==> src/rtl/ifetch_queue_if.sv <==
// Fetch-queue bus: PC redirect in, instruction-memory port, decode-side valid/ready.
// master = the fetch queue, slave = its environment (branch unit, imem, decode).
interface ifetch_queue_if #(
    parameter int BITSIZE  = 64,
    parameter int INSTSIZE = 32,
    parameter int IMEM_AW  = 8
);
    logic                redirect;
    logic [BITSIZE-1:0]  redirect_pc;
    logic                imem_req;
    logic [IMEM_AW-1:0]  imem_addr;
    logic [INSTSIZE-1:0] imem_rdata;
    logic                inst_valid;
    logic                inst_ready;
    logic [INSTSIZE-1:0] inst_out;
    logic [BITSIZE-1:0]  inst_pc;
    logic [BITSIZE-1:0]  fetch_pc;

    modport master (
        input  redirect, redirect_pc, imem_rdata, inst_ready,
        output imem_req, imem_addr, inst_valid, inst_out, inst_pc, fetch_pc
    );

    modport slave (
        output redirect, redirect_pc, imem_rdata, inst_ready,
        input  imem_req, imem_addr, inst_valid, inst_out, inst_pc, fetch_pc
    );
endinterface

==> src/rtl/ifetch_queue.sv <==
// Instruction fetch queue: issues reads to a synchronous imem and buffers
// {inst, pc} pairs in an in-order FIFO; a redirect flushes and restarts fetch.
module ifetch_queue #(
    parameter int BITSIZE  = 64,
    parameter int INSTSIZE = 32,
    parameter int DEPTH    = 4,
    parameter int IMEM_AW  = 8
) (
    input  logic          clk,
    input  logic          rst,
    ifetch_queue_if.master bus
);
    localparam int PTR_W = (DEPTH > 1) ? $clog2(DEPTH) : 1;
    localparam int CNT_W = $clog2(DEPTH + 1);

    logic [INSTSIZE-1:0] inst_mem_q [DEPTH];
    logic [BITSIZE-1:0]  pc_mem_q   [DEPTH];

    logic [PTR_W-1:0]   rd_ptr_q, rd_ptr_d;
    logic [PTR_W-1:0]   wr_ptr_q, wr_ptr_d;
    logic [CNT_W-1:0]   count_q, count_d;
    logic [BITSIZE-1:0] fetch_pc_q, fetch_pc_d;
    logic [BITSIZE-1:0] inflight_pc_q, inflight_pc_d;
    logic               inflight_q, inflight_d;

    logic issue, push, pop;

    // Credit covers buffered entries plus the outstanding read; same-cycle pops are not credited.
    always_comb begin
        issue = !rst && !bus.redirect &&
                ((count_q + CNT_W'(inflight_q)) < CNT_W'(DEPTH));
        push  = inflight_q;
        pop   = (count_q != '0) && bus.inst_ready;
    end

    always_comb begin
        rd_ptr_d      = rd_ptr_q;
        wr_ptr_d      = wr_ptr_q;
        count_d       = count_q;
        fetch_pc_d    = fetch_pc_q;
        inflight_pc_d = inflight_pc_q;
        inflight_d    = inflight_q;
        if (bus.redirect) begin
            rd_ptr_d   = '0;
            wr_ptr_d   = '0;
            count_d    = '0;
            inflight_d = 1'b0;
            fetch_pc_d = bus.redirect_pc;
        end else begin
            if (push) wr_ptr_d = wr_ptr_q + PTR_W'(1);
            if (pop)  rd_ptr_d = rd_ptr_q + PTR_W'(1);
            case ({push, pop})
                2'b10:   count_d = count_q + CNT_W'(1);
                2'b01:   count_d = count_q - CNT_W'(1);
                default: count_d = count_q;
            endcase
            if (issue) begin
                inflight_d    = 1'b1;
                inflight_pc_d = fetch_pc_q;
                fetch_pc_d    = fetch_pc_q + BITSIZE'(1);
            end else begin
                inflight_d = 1'b0;
            end
        end
    end

    always_ff @(posedge clk) begin
        if (rst) begin
            rd_ptr_q      <= '0;
            wr_ptr_q      <= '0;
            count_q       <= '0;
            fetch_pc_q    <= '0;
            inflight_pc_q <= '0;
            inflight_q    <= 1'b0;
        end else begin
            rd_ptr_q      <= rd_ptr_d;
            wr_ptr_q      <= wr_ptr_d;
            count_q       <= count_d;
            fetch_pc_q    <= fetch_pc_d;
            inflight_pc_q <= inflight_pc_d;
            inflight_q    <= inflight_d;
        end
    end

    // Payload storage needs no reset; validity is tracked by count_q alone.
    always_ff @(posedge clk) begin
        if (!rst && !bus.redirect && push) begin
            inst_mem_q[wr_ptr_q] <= bus.imem_rdata;
            pc_mem_q[wr_ptr_q]   <= inflight_pc_q;
        end
    end

    always_comb begin
        bus.imem_req   = issue;
        bus.imem_addr  = fetch_pc_q[IMEM_AW-1:0];
        bus.inst_valid = (count_q != '0);
        bus.inst_out   = inst_mem_q[rd_ptr_q];
        bus.inst_pc    = pc_mem_q[rd_ptr_q];
        bus.fetch_pc   = fetch_pc_q;
    end
endmodule

==> src/flat_wrapper.sv <==
// flat-port wrapper written by rule: the top's interface ports become plain ports
module ifetch_queue_flat 
#(
    parameter int BITSIZE  = 64,
    parameter int INSTSIZE = 32,
    parameter int DEPTH    = 4,
    parameter int IMEM_AW  = 8
)
  (clk, rst, bus_redirect, bus_redirect_pc, bus_imem_rdata, bus_inst_ready, bus_imem_req, bus_imem_addr, bus_inst_valid, bus_inst_out, bus_inst_pc, bus_fetch_pc);
  ifetch_queue_if #(.BITSIZE(BITSIZE), .INSTSIZE(INSTSIZE), .IMEM_AW(IMEM_AW)) bus_i ();
  input  logic clk;
  input  logic rst;
  input wire logic [$bits(bus_i.redirect)-1:0] bus_redirect;
  input wire logic [$bits(bus_i.redirect_pc)-1:0] bus_redirect_pc;
  input wire logic [$bits(bus_i.imem_rdata)-1:0] bus_imem_rdata;
  input wire logic [$bits(bus_i.inst_ready)-1:0] bus_inst_ready;
  output wire logic [$bits(bus_i.imem_req)-1:0] bus_imem_req;
  output wire logic [$bits(bus_i.imem_addr)-1:0] bus_imem_addr;
  output wire logic [$bits(bus_i.inst_valid)-1:0] bus_inst_valid;
  output wire logic [$bits(bus_i.inst_out)-1:0] bus_inst_out;
  output wire logic [$bits(bus_i.inst_pc)-1:0] bus_inst_pc;
  output wire logic [$bits(bus_i.fetch_pc)-1:0] bus_fetch_pc;
  assign bus_i.redirect = bus_redirect;
  assign bus_i.redirect_pc = bus_redirect_pc;
  assign bus_i.imem_rdata = bus_imem_rdata;
  assign bus_i.inst_ready = bus_inst_ready;
  assign bus_imem_req = bus_i.imem_req;
  assign bus_imem_addr = bus_i.imem_addr;
  assign bus_inst_valid = bus_i.inst_valid;
  assign bus_inst_out = bus_i.inst_out;
  assign bus_inst_pc = bus_i.inst_pc;
  assign bus_fetch_pc = bus_i.fetch_pc;
  ifetch_queue #(.BITSIZE(BITSIZE), .INSTSIZE(INSTSIZE), .DEPTH(DEPTH), .IMEM_AW(IMEM_AW)) u_core (.clk(clk), .rst(rst), .bus(bus_i));
endmodule
==> config.mk <==
export PLATFORM = sky130hd
export DESIGN_NAME = ifetch_queue_flat
export DESIGN_NICKNAME = d
export VERILOG_FILES = /design/src/rtl/ifetch_queue_if.sv /design/src/rtl/ifetch_queue.sv /design/src/flat_wrapper.sv
export SDC_FILE = /design/constraint.sdc
export NUM_CORES = 1
export LEC_CHECK = 0
export BUFFER_PORTS_ARGS = -buffer_cell sky130_fd_sc_hd__buf_2
export CAP_MARGIN = 20
export CORE_MARGIN = 4
export CORE_UTILIZATION = 30
export DETAILED_ROUTE_END_ITERATION = 7
export REMOVE_ABC_BUFFERS = 1
export SYNTH_ARGS = -nofsm -noshare
export SYNTH_HDL_FRONTEND = slang
export SYNTH_SLANG_ARGS = --single-unit
==> constraint.sdc <==
create_clock -name clk -period 6.4 [get_ports clk]
set_input_delay 0.96 -clock clk [delete_from_list [all_inputs] [get_ports clk]]
set_output_delay 0.96 -clock clk [all_outputs]
set_load 0.02 [all_outputs]
Yosys cells after proc, flatten, opt, wreduce, memory -nomap -nowiden. Memories as Yosys holds them, arrays and structs flattened. A register that Yosys moved wholly into a read port is not among the register bits. Index checks and enable logic that the tools add are counted.

Flip-flop bits (word level): 136. Memory bits (writable): 384. Input bits: 100. Output and inout port bits: 170. Word-level logic and storage cells: 39. Memories kept: 2.

Memories: u_core.pc_mem_q (words 4, width 64, read ports 1, clocked after Yosys merged registers in 1, write ports 1, line ifetch_queue.sv:17) `logic [BITSIZE-1:0] pc_mem_q [DEPTH];`; u_core.inst_mem_q (words 4, width 32, read ports 1, clocked after Yosys merged registers in 1, write ports 1, line ifetch_queue.sv:16) `logic [INSTSIZE-1:0] inst_mem_q [DEPTH];`.

$add $sub $neg: 6. Order comparisons: 1. Equal/unequal tests: 2. Multiplexer cells: 10. Bitwise gates (word level): 1. Reductions and logical operators: 11.

Operators with widths (count): $mux 64 (2); $add 64x1->64 const B (1); $mux 2 (4); $pmux 3 s2 (1); $add 2x1->2 const B (2); $logic_and 1x1->1 (4); $reduce_bool 2->1 (2); $add 3x1->3 (1); $add 3x1->3 const B (1); $lt 3x3->1 const B (1); $mux 1 (3); $reduce_bool 3->1 (1); $sub 3x1->3 const B (1); $eq 2x1->1 const B (1); $eq 2x2->1 const B (1); $logic_not 1->1 (2); $reduce_and 2->1 (1); $reduce_or 2->1 (1); $not 1->1 (1).

Logic depth before layout (Yosys ltp).
Depth in word-level cells: 5. Mapped depth: 9.

Worst setup path before layout. OpenSTA, ideal clock, no wires.

Path kind: input port to flip-flop. From: in bus_redirect. To: mem u_core.inst_mem_q[0][0], enable pin. Setup time: 0.466 ns. Arrival: 3.792 ns. Data required time: 5.934 ns. Path slack: 2.141 ns. Cell stages on the path: 4. Path buffers: 2. Cells stage by stage: clkbuf_1 -> nor2_1 -> clkbuf_1 -> and3_1.

Cells in the longest elaborated chain, start to end: 5.

RTL lines: start: declaration (line flat_wrapper.sv:13) `input wire logic [$bits(bus_i.redirect)-1:0] bus_redirect;`; $logic_not 1->1 (line ifetch_queue.sv:87) `if (!rst && !bus.redirect && push) begin`; $logic_and 1x1->1 (2 in series) (line ifetch_queue.sv:87); $mux 1 (line ifetch_queue.sv:87); $mux 1 (implied by the code) (line ifetch_queue.sv:88) `inst_mem_q[wr_ptr_q] <= bus.imem_rdata;`; end: declaration (line ifetch_queue.sv:16).

No other way between the ends.

==> results.md <==
- The flow ran to the end, and the final reports show no timing, DRC or antenna violations.
- The violation count after the first detailed-routing iteration is between 1000 and 1500.
- The worst hold path class is flop to flop.
- For this design the top-level I/O count stands at between 200 and 300.
- The count of final max-slew check failures is 0.
- Synthesis inferred 522 register bits.
- The number of core rows is 96.
- The measured slew at the worst slew-check pin is roughly 1.1 ns.
- The iteration count of the initial detailed-routing pass is 5.
- The floorplan step defined a die boundary enclosing 73900 um^2.
- The netlist uses 66 different library cells.
- The floorplan step set the die height to roughly 270 um.
- Summing all flip-flop and latch instances after layout gives approximately 14000 um^2.
- Each instance of the synthesized netlist takes up on average around 15 um^2.
- After routing, the total negative slack on setup checks comes to 0 ns.
- Dividing the detail-routed wire length by the instance count gives 22.6 um.
- The count of buffers added on input and output ports is 269.
- Of all nets on the critical path, the largest fanout is 39.
- At the end of routability-driven placement, the weighted congestion stood at between 0.8 and 0.9.
- The post-cts hold buffer count is 0.
- The post-synthesis instance total is roughly 1400.
- The category of the most critical setup path is flop to output port.
- The horizontal die dimension is 272 um.
- Buffers inserted during clock tree synthesis total 57.
- Setup repair after global routing left no endpoint under its margin.
- STA classifies the critical path startpoint as a flop.
- The clock passes through at most 3 buffers.
- The minimum clock period is between 3 and 4 ns.
- The via count of the first global-routing pass is approximately 13000.
- Across the run, the number of max-cap violations was 0.
- The fraction of layout instances using a drive strength above 1 is between 20 and 30%.
- After filler insertion, the fill cell instance count of the layout stands at between 6000 and 7000.
- The peak supply drop is 0.197 mV.
- The sum of net half-perimeters after detailed placement is 39300 um.
- The region available for standard cell placement spans around 69000 um^2.
- After synthesis the cells add up to between 20000 and 25000 um^2.
- At the end of the flow the core is filled with cells to between 30% and 40%.
- Dividing the final minimum period by the clock period gives just over 60%.
- The leakage dissipation is approximately 8.4 nW.
- Based on the critical path, the design can be clocked at up to 251 MHz.
- In the synthesized netlist the async set-or-reset flop fraction comes to 0%.
- The initial antenna violation count is 21.
- The clock-pin slew reported for the worst setup and hold paths after clock tree synthesis is around 0.060 ns.
- The clock drives ~520 sinks.
- The clock latency on the worst-skew pair is a little over 0.6 ns.
- The H-tree was split into 2 levels.
- The final setup skew is around 0.038 ns.
- The power density over cell area is roughly 300 nW/um^2.
- The TritonCTS clock tree is yes.
- The number of nets in the layout is 1784.
- The area occupied by multi-input gates is roughly 6100 um^2.
- The area share of the leading cell type in the synthesized netlist is a little under three fifths.
- The maximum number of pins on one net before global-route repair is 84.
- The total routed wirelength is about 60000 um.
- Measured against its own limit, the worst slew margin works out to a little over a quarter.
- In the synthesized netlist, the cells that appear most often are sky130_fd_sc_hd__edfxtp_1, sky130_fd_sc_hd__nand2_1, sky130_fd_sc_hd__dfxtp_1.
- The hold violation total from the final report is 0.
- The vias after detailed routing is approximately 13000.
- The total global routing overflow is 0.
- In the routed design, unresolved DRC markers number 0.
- The count of endpoints failing setup in the final report is 0.
- The sort of element at the end of the critical path is an output port.
- Hold timing on the final database bottoms out at a slack of between 0.4 and 0.5 ns.
- The number of instances resized during post-cts repair is 0.
- Global routing used 15.9% of the available tracks.
- Before CTS, the worst setup slack after placement is 2.05 ns.
- The remaining antenna violation count after routing is 0.
- The buffer count from post-CTS setup fixing is 0.
- The data arrival time at the worst-slack endpoint is slightly above 3 ns.
- In the post-route analysis, the smallest setup slack over all paths is ~2.4 ns.
- By area the synthesized netlist is led by sky130_fd_sc_hd__edfxtp_1, sky130_fd_sc_hd__dfxtp_1, sky130_fd_sc_hd__mux4_2.
- The vias per cell is roughly 5.1.
- The library cell occupying the most area in the post-synthesis netlist is sky130_fd_sc_hd__edfxtp_1.
- The starting density of the core is between 30% and 40%.
- CTS placed an instance of sky130_fd_sc_hd__clkbuf_16 at the clock tree root.
- Data on the critical path is required at its endpoint by about 5.4 ns.
- The most frequently used cell type in the post-synthesis netlist is sky130_fd_sc_hd__edfxtp_1.
- Counting flops with a built-in enable in the synthesized netlist gives between 300 and 400.
- The sequential cell area fraction in the yosys report is 68.4%.
- The number of warnings issued by yosys is 0.
- The most common flop cell mapped by yosys is sky130_fd_sc_hd__edfxtp_1.
- Relative to the synthesized area, the layout overhead comes to 20.5%.
- The wire length of the first global-routing pass is about 90000 um.
-- area by class of cell --
| cell class | count | share of cell area, % |
|---|---|---|
| Sequential cell | 522 | 56.8 |
| Multi-Input combinational cell | 790 | 24.4 |
| Timing Repair Buffer | 290 | 5.97 |
| Clock buffer | 71 | 6.12 |
| Clock inverter | 36 | 1.74 |
| Antenna cell | 6 | 0.0597 |
| Tap cell | 931 | 4.63 |
| Inverter | 16 | 0.244 |
-- critical path, stage by stage (launching register included) --
cell,delay [ns]
sky130_fd_sc_hd__dfxtp_4,0.92
sky130_fd_sc_hd__buf_4,0.67
sky130_fd_sc_hd__mux4_2,0.62
sky130_fd_sc_hd__buf_2,0.18
-- stage by stage --
step / instances / total power [mW] / instance area, um^2
6_report: 2662 / 7.54 / 25200
3_5_place_dp: 2548 / 4.17 / 23200
5_1_grt: 2657 / 7.81 / 25200
4_1_cts: 2655 / 7.65 / 25100
2_1_floorplan: 1328 / 3.97 / 20400
3_3_place_gp: 2547 / 4.16 / 23200
-- cells by family (layout without fill, tap and decap cells) --
kind of cell	Yosys count	after routing	share of synthesized area (%)
flip-flops	522	522	68.4
AND/OR/NAND/NOR	466	466	11.1
other	0	6	0
XOR/XNOR	23	23	0.965
buffers and inverters	123	413	2.41
multiplexers	101	101	10.6
AO/OA/AOI/OAI	193	193	6.03
adder cells (fa/ha/maj)	7	7	0.455
-- path summary, 6_finish.rpt --
check / startpoint / end / cells after the start / slack, ns
max: flop / bus_inst_pc[39] / 3 / 2.41
min: u_core.inflight_pc_q[59] / u_core.inflight_pc_q[59] / 2 / 0.49
min reg2reg: u_core.inflight_pc_q[59] / u_core.inflight_pc_q[59] / 2 / 0.49
max reg2reg: u_core.inflight_q / u_core.bus.fetch_pc[62] / 7 / 3.54
-- registers in the layout, summed over array words and instances (netlist names), named ones only --
| name | count |
|---|---|
| u_core.bus.fetch_pc | 64 |
| u_core.count_q | 3 |
| u_core.inflight_pc_q | 64 |
| u_core.inflight_q | 1 |
| u_core.inst_mem_q | 128 |
| u_core.pc_mem_q | 256 |
| u_core.rd_ptr_q | 2 |
| u_core.wr_ptr_q | 2 |
-- layout by cell type, fill, tap and decap left out, drive strengths merged, types with 21 or more instances in the layout --
cell type / count
edfxtp: 384
buf: 290
nand2: 203
dfxtp: 138
mux4: 96
a21oi: 77
clkbuf: 71
nor2: 46
nand3: 42
nand4: 40
nor4: 27
or3: 24
a31oi: 21
-- routing by layer --
metal	wire length, um	part of all wire [%]	global-route usage, %	up-vias
met3	5850	9.7	4.55	83
li1	-	-	-	6106
met5	27	0.045	0	-
met1	25600	42	21.9	6734
met2	27700	46	25.1	567
met4	1140	1.9	3.19	4
-- power by group --
| group | total, mW | switching [mW] | leakage (nW) | internal (mW) |
|---|---|---|---|---|
| combinational | 0.336 | 0.218 | 2.72 | 0.117 |
| clock | 3.44 | 1.36 | 0.974 | 2.08 |
| sequential | 3.76 | 0.0972 | 4.72 | 3.67 |
Note: power is estimated with default switching activity, not from simulation.
